File: config.mk
export PLATFORM = sky130hd
export DESIGN_NAME = alu_result_writeback
export DESIGN_NICKNAME = d
export VERILOG_FILES = /design/src/rtl/hakutpu_alu_pkg.sv /design/src/rtl/hakutpu_sync_fifo.sv /design/src/rtl/alu_result_writeback.sv
export SDC_FILE = /design/constraint.sdc
export NUM_CORES = 2
export LEC_CHECK = 0
export ABC_AREA = 1
export BUFFER_PORTS_ARGS = -buffer_cell sky130_fd_sc_hd__buf_2
export CAP_MARGIN = 20
export CELL_PAD_IN_SITES_DETAIL_PLACEMENT = 0
export CELL_PAD_IN_SITES_GLOBAL_PLACEMENT = 2
export CORE_ASPECT_RATIO = 0.6
export CORE_MARGIN = 2
export CORE_UTILIZATION = 42
export CTS_CLUSTER_SIZE = 14
export DETAILED_ROUTE_END_ITERATION = 10
export HOLD_SLACK_MARGIN = 0.12
export PLACE_DENSITY = 0.89
export SLEW_MARGIN = 10
export SYNTH_ARGS = -nofsm -noshare
export SYNTH_HDL_FRONTEND = slang
export SYNTH_SLANG_ARGS = --single-unit
File: constraint.sdc
create_clock -name clk -period 15.6 [get_ports clk]
set_input_delay 1.56 -clock clk [delete_from_list [all_inputs] [get_ports clk]]
set_output_delay 1.56 -clock clk [all_outputs]
set_load 0.05 [all_outputs]
File: src/rtl/hakutpu_alu_pkg.sv
// Shared constants and types for the FP16 ALU array and its downstream stages.
// Optional writeback error flags are enabled with the ALU_WB_ERR_EN macro.
package hakutpu_alu_pkg;

    localparam int FP16_W      = 16;
    localparam int ALU_LANES   = 16;
    localparam int ALU_LATENCY = 5;
    // Every op in the ALU pipe plus the one being issued needs a reserved slot.
    localparam int MIN_WB_DEPTH = ALU_LATENCY + 1;

    typedef logic [ALU_LANES-1:0][FP16_W-1:0] fp16_vec_t;

    localparam logic [FP16_W-1:0] FP16_ONE  = 16'h3C00;
    localparam logic [FP16_W-1:0] FP16_ZERO = 16'h0000;

    function automatic logic is_pow2(input int n);
        return (n > 0) && ((n & (n - 1)) == 0);
    endfunction

endpackage

File: src/rtl/hakutpu_sync_fifo.sv
// Single-clock FIFO with registered count; push into a full FIFO is honoured
// only when a pop frees the slot in the same cycle.
module hakutpu_sync_fifo
    import hakutpu_alu_pkg::*;
#(
    parameter int W     = FP16_W,
    parameter int DEPTH = 8
) (
    input  logic                     clk,
    input  logic                     rst,
    input  logic                     push_i,
    input  logic                     pop_i,
    input  logic [W-1:0]             data_i,
    output logic [W-1:0]             data_o,
    output logic                     full_o,
    output logic                     empty_o,
    output logic [$clog2(DEPTH):0]   count_o
);
    localparam int PTR_W = $clog2(DEPTH);
    localparam int CNT_W = PTR_W + 1;

    logic [W-1:0]     mem_q [DEPTH];
    logic [PTR_W-1:0] wr_ptr_q, wr_ptr_d;
    logic [PTR_W-1:0] rd_ptr_q, rd_ptr_d;
    logic [CNT_W-1:0] count_q, count_d;
    logic             do_push, do_pop;

    assign full_o  = (count_q == CNT_W'(DEPTH));
    assign empty_o = (count_q == '0);
    assign do_pop  = pop_i && !empty_o;
    assign do_push = push_i && (!full_o || do_pop);

    always_comb begin
        wr_ptr_d = wr_ptr_q;
        rd_ptr_d = rd_ptr_q;
        count_d  = count_q;
        if (do_push) wr_ptr_d = wr_ptr_q + PTR_W'(1);
        if (do_pop)  rd_ptr_d = rd_ptr_q + PTR_W'(1);
        unique case ({do_push, do_pop})
            2'b10:   count_d = count_q + CNT_W'(1);
            2'b01:   count_d = count_q - CNT_W'(1);
            default: count_d = count_q;
        endcase
    end

    always_ff @(posedge clk or posedge rst) begin
        if (rst) begin
            wr_ptr_q <= '0;
            rd_ptr_q <= '0;
            count_q  <= '0;
        end else begin
            wr_ptr_q <= wr_ptr_d;
            rd_ptr_q <= rd_ptr_d;
            count_q  <= count_d;
        end
    end

    // Storage is not reset; the pointers alone define what is valid.
    always_ff @(posedge clk) begin
        if (do_push) mem_q[wr_ptr_q] <= data_i;
    end

    assign data_o  = mem_q[rd_ptr_q];
    assign count_o = count_q;

endmodule

File: src/rtl/alu_result_writeback.sv
// Pairs ALU result vectors with in-order destination addresses and issues
// credits to the issue stage. ALU_WB_ERR_EN adds sticky err_overflow/err_orphan.
module alu_result_writeback
    import hakutpu_alu_pkg::*;
#(
    parameter int LANES  = ALU_LANES,
    parameter int DATA_W = FP16_W,
    parameter int ADDR_W = 12,
    parameter int DEPTH  = 8
) (
    input  logic                      clk,
    input  logic                      rst,
    input  logic                      issue_valid,
    input  logic [ADDR_W-1:0]         issue_addr,
    output logic                      issue_ready,
    input  logic                      res_valid,
    input  logic [LANES*DATA_W-1:0]   res_data,
    output logic                      wr_valid,
    input  logic                      wr_ready,
    output logic [ADDR_W-1:0]         wr_addr,
    output logic [LANES*DATA_W-1:0]   wr_data,
    output logic                      idle
`ifdef ALU_WB_ERR_EN
    ,
    output logic                      err_overflow,
    output logic                      err_orphan
`endif
);
    localparam int VEC_W = LANES * DATA_W;
    localparam int CNT_W = $clog2(DEPTH) + 1;

    if (!is_pow2(DEPTH) || DEPTH < MIN_WB_DEPTH) begin : g_bad_depth
        $error("alu_result_writeback: DEPTH must be a power of two and >= ALU latency + 1");
    end

    logic [CNT_W-1:0] credits_q, credits_d;
    logic             issue_acc, wr_hs;
    logic             addr_full, addr_empty, res_full, res_empty;
    logic [CNT_W-1:0] addr_count, res_count;
    logic             unused_status;

    // Handshakes: a transfer happens on a rising edge where valid && ready.
    // issue_ready comes only from the credit register; wr_valid only from
    // FIFO state, so once raised it and its payload hold until wr_ready.
    assign issue_ready = (credits_q != '0);
    assign issue_acc   = issue_valid && issue_ready;
    assign wr_valid    = !addr_empty && !res_empty;
    assign wr_hs       = wr_valid && wr_ready;
    assign idle        = (credits_q == CNT_W'(DEPTH));

    always_comb begin
        credits_d = credits_q;
        unique case ({issue_acc, wr_hs})
            2'b10:   credits_d = credits_q - CNT_W'(1);
            2'b01:   credits_d = credits_q + CNT_W'(1);
            default: credits_d = credits_q;
        endcase
    end

    always_ff @(posedge clk or posedge rst) begin
        if (rst) credits_q <= CNT_W'(DEPTH);
        else     credits_q <= credits_d;
    end

    hakutpu_sync_fifo #(.W(ADDR_W), .DEPTH(DEPTH)) u_addr_fifo (
        .clk     (clk),
        .rst     (rst),
        .push_i  (issue_acc),
        .pop_i   (wr_hs),
        .data_i  (issue_addr),
        .data_o  (wr_addr),
        .full_o  (addr_full),
        .empty_o (addr_empty),
        .count_o (addr_count)
    );

    // Results cannot be stalled upstream; a push into a full FIFO is dropped.
    hakutpu_sync_fifo #(.W(VEC_W), .DEPTH(DEPTH)) u_res_fifo (
        .clk     (clk),
        .rst     (rst),
        .push_i  (res_valid),
        .pop_i   (wr_hs),
        .data_i  (res_data),
        .data_o  (wr_data),
        .full_o  (res_full),
        .empty_o (res_empty),
        .count_o (res_count)
    );

`ifdef ALU_WB_ERR_EN
    logic err_overflow_q, err_orphan_q;

    always_ff @(posedge clk or posedge rst) begin
        if (rst) begin
            err_overflow_q <= 1'b0;
            err_orphan_q   <= 1'b0;
        end else begin
            if (res_valid && res_full && !wr_hs) err_overflow_q <= 1'b1;
            if (res_valid && (res_count >= addr_count)) err_orphan_q <= 1'b1;
        end
    end

    assign err_overflow = err_overflow_q;
    assign err_orphan   = err_orphan_q;
`endif

    assign unused_status = ^{addr_full, res_full, addr_count, res_count};

endmodule

==> flow_summary_export.csv <==
group,metric,value,unit
critical_path,cpMostUsedCell,"buf_4",
sta,fin_setup_tns,0,ns
clock_tree,clockRootBuffer,"clkbuf_16",
critical_path,critical_path.max_fanout,94,
grt,grt_pass1_vias,50200,
grt,grt_util_met1,0.284,
hold_path,hp-start,"credits_q[3]$_DFFE_PP1P_",
synth,syn_area_per_cell,12.5,sq um
power,pwr-share-clk,0.229,
floorplan,ios,544,
sta,tightest_slew,1.24,ns
status,status,"finished, final reports clean",
clock_tree,clock_path_buffers,4,
cells_and_area,nFillCells,17800,
synth,ys_warn_count,0,
critical_path,max_stage_delay,1.01,ns
critical_path,critPathLaunchType,"flip-flop",
critical_path,critPathBufInv,6,
clock_tree,insertion_delay,0.81,ns
power,ir_drop,188,uV
power,power_leakage,33.1,nW
routing,final_antenna_net_count,0,
routing,via_per_inst,5.20,
clock_tree,cts_buffers,206,
grt,met2_usage,0.305,
critical_path,worstReg2RegEnd,"u_res_fifo.mem_q[4][241]$_DFFE_PP_",
power,total_power,20.5,mW
placed_design,port_buffers,543,
cells_and_area,seqCellArea,65000,sq um
floorplan,die_width,586,um
sta,period_share,0.572,
cells_and_area,drive_gt1_frac,0.123,
cells_and_area,multi_input_area,18000,sq um
hold_path,hold_path_depth,2,
clock_tree,htree_levels,4,
critical_path,r2r-start,"u_addr_fifo.count_o[1]$_DFFE_PP0P_",
synth,synth_edf_count,2144,
cells_and_area,fin_util,0.476,
sta,hold_violations,0,
synth,yosysTopAreaCell,"edfxtp_1",
synth,netlist_instances,6793,
power,power_switching,8.86,mW
clock_tree,cts_setup_buffers,0,
critical_path,worstPathRequired,14.04,ns
power,swShare,0.432,
synth,syn_area,85200,sq um
clock_tree,path_clk_slew,0.07,ns
floorplan,die-area,207000,sq um
synth,synth_seq_cells,2168,
floorplan,start_util,0.421,
critical_path,slowest_stage,"dfrtp_4",
floorplan,dieHeight,353,um
critical_path,end_kind,"output pin",
hold_path,hold_end,"credits_q[3]$_DFFE_PP1P_",
sta,fmax,112,MHz
routing,drcViolationCount,0,
routing,vias,52600,
grt,grt.total_usage,0.198,
routing,drt_pre_antenna_iters,6,
clock_tree,cts_resized,0,
sta,setup_viol,0,
job,max_cap_violations,0,
cells_and_area,nets,7499,
critical_path,r2r_slack,10.42,ns
grt,grt.busiest_layer,"met2",
sta,final_max_slew_viol_count,0,
power,internal_power,11.7,mW
critical_path,crit_chain,"buf_4 -> buf_4 -> buf_4 -> buf_4 -> buf_4 -> nor2_1 -> nor2_1 -> o21ai_1 -> o21ai_1 -> nand2_1 -> nand2_1 -> buf_2",
synth,synth.distinct_cells,28,
clock_tree,cts_sinks,2168,
sta,timing.hold.ws,0.508,ns
sta,fin_skew,0.0482,ns
synth,synth.area.top_cells,"edfxtp_1 (76%), nor2_1 (7.2%), o21ai_1 (5.1%)",
routing,drt_iter0_drc,4722,
placed_design,post_dp_cell_area,90100,sq um
synth,syn_nets,7080,
synth,yosys.area.top_type_share,0.756,
grt,gr-total-overflow,0,
grt,grt_pass1_wl,315000,um
synth,ys.flop_type,"edfxtp_1",
clock_tree,hold_buffers,0,
routing,totalWireLength,209000,um
critical_path,critPathKind,"flip-flop to output pin",
placed_design,dp_hpwl,108000,um
cells_and_area,final_area,96300,sq um
cells_and_area,syn2layout_area_growth,13.0,%
routing,wire_per_inst,20.6,um
grt,use_met3,0.0384,
power,p_seq_frac,0.364,
grt,antenna_found_initial,50,
critical_path,startpoint,"u_res_fifo.rd_ptr_q[0]$_DFFE_PP0P_",
grt,grt_max_degree,242,
power,p_comb_frac,0.408,
sta,slew_headroom,0.171,
synth,ys_seq_area_frac,0.763,
power,power_density,213,nW/um^2
clock_tree,cts_tree,"yes",
placed_design,place_congestion,0.773,
critical_path,reg2reg_depth,9,
sta,rsz0062_at_grt,"false",
hold_path,hold_path.class,"flip-flop to flip-flop",
sta,timing.final.crit_period,8.92,ns
floorplan,coreArea,202000,sq um
synth,synthArstFlopShare,0.0111,
critical_path,arrival,7.36,ns
critical_path,crit_family,"buffers and inverters",
floorplan,fp-row-count,128,
==> metrics by stage <==
step           instances  setup WS (ns)
4_1_cts            10100           6.72
6_report           10100           6.68
2_1_floorplan       6793           2.06
3_3_place_gp        9731           7.62
3_5_place_dp        9733           7.61
5_1_grt            10100           6.17
==> worst min-delay path, stage by stage (launching register included) <==
cell and delay, ns:
dfstp_2 0.40, nand2_1 0.06, nand2_1 0.05
==> cell usage in the layout, fill, tap and decap left out, types with 3 or more instances in the layout <==
cell,n
clkbuf_1,49
diode_2,30
dfrtp_1,19
o21ai_0,738
nor2_1,1630
buf_4,69
nor2_4,8
clkinv_1,52
edfxtp_1,2144
buf_2,544
o21ai_1,875
inv_1,27
clkinv_2,32
clkbuf_16,209
dfrtp_4,3
ha_1,13
nand3_1,17
a21oi_1,3
bufinv_16,9
xnor2_1,9
xor2_1,5
nand2_1,871
buf_12,13
inv_6,5
clkinvlp_4,5
==> worst max path at each step <==
stage,endpoint,cells past startpoint
finish,wr_data[173],12
global route,wr_data[174],12
CTS,wr_data[183],12
detailed placement,wr_data[183],12
global placement,wr_data[183],12
floorplan,u_res_fifo.mem_q[1][0]$_DFFE_PP_,4
==> synth_stat cells (9+ instances only) <==
cell type	instances
nand2_1	871
ha_1	13
clkbuf_1	220
inv_1	27
buf_2	67
o21ai_1	875
dfrtp_1	23
nand3_1	17
buf_1	50
nor2_1	1638
buf_4	24
buf_6	56
xnor2_1	9
edfxtp_1	2144
o21ai_0	738
==> area by class of cell <==
type,count,area share
well taps,2730,0.0355
flip-flops and latches,2168,0.675
multi-input cells,4179,0.187
clock buffers,258,0.0562
inverters,29,0.00138
diodes,30,0.000779
repair buffers,628,0.0369
clock inverters,104,0.00746
==> sequential cells by signal, summed over array words and instances (netlist names) <==
signal                flops
credits_q                 4
u_addr_fifo.count_o       4
u_addr_fifo.mem_q        96
u_addr_fifo.rd_ptr_q      3
u_addr_fifo.wr_ptr_q      3
u_res_fifo.count_o        4
u_res_fifo.mem_q       2048
u_res_fifo.rd_ptr_q       3
u_res_fifo.wr_ptr_q       3
==> routing by layer <==
layer	wire length, um	vias to the layer above
met3	12700	339
li1	-	24900
met2	96200	1369
met1	94200	26000
met5	230	-
met4	5610	36
==> power groups by stage <==
stage / clock (mW) / combinational (mW) / sequential, mW
global route: 5.04 / 9.14 / 7.52
detailed placement: 0 / 8.40 / 7.59
finish: 4.69 / 8.37 / 7.46
floorplan: 0 / 6.32 / 7.73
global placement: 0 / 8.36 / 7.57
CTS: 4.81 / 8.43 / 7.46
==> cells by family (layout without fill, tap and decap cells) <==
kind of cell,after synthesis,count (layout),share of synthesized area
and+or+nand+nor,2532,2532,0.112
DFF,2168,2168,0.763
AOI/OAI and AO/OA,1619,1619,0.0951
buffers and inverters,446,1019,0.0266
adders and majority gates,14,14,0.00214
xor gates and xnor gates,14,14,0.00144
other,0,30,0
No activity file was read; power rests on OpenSTA's default activity.
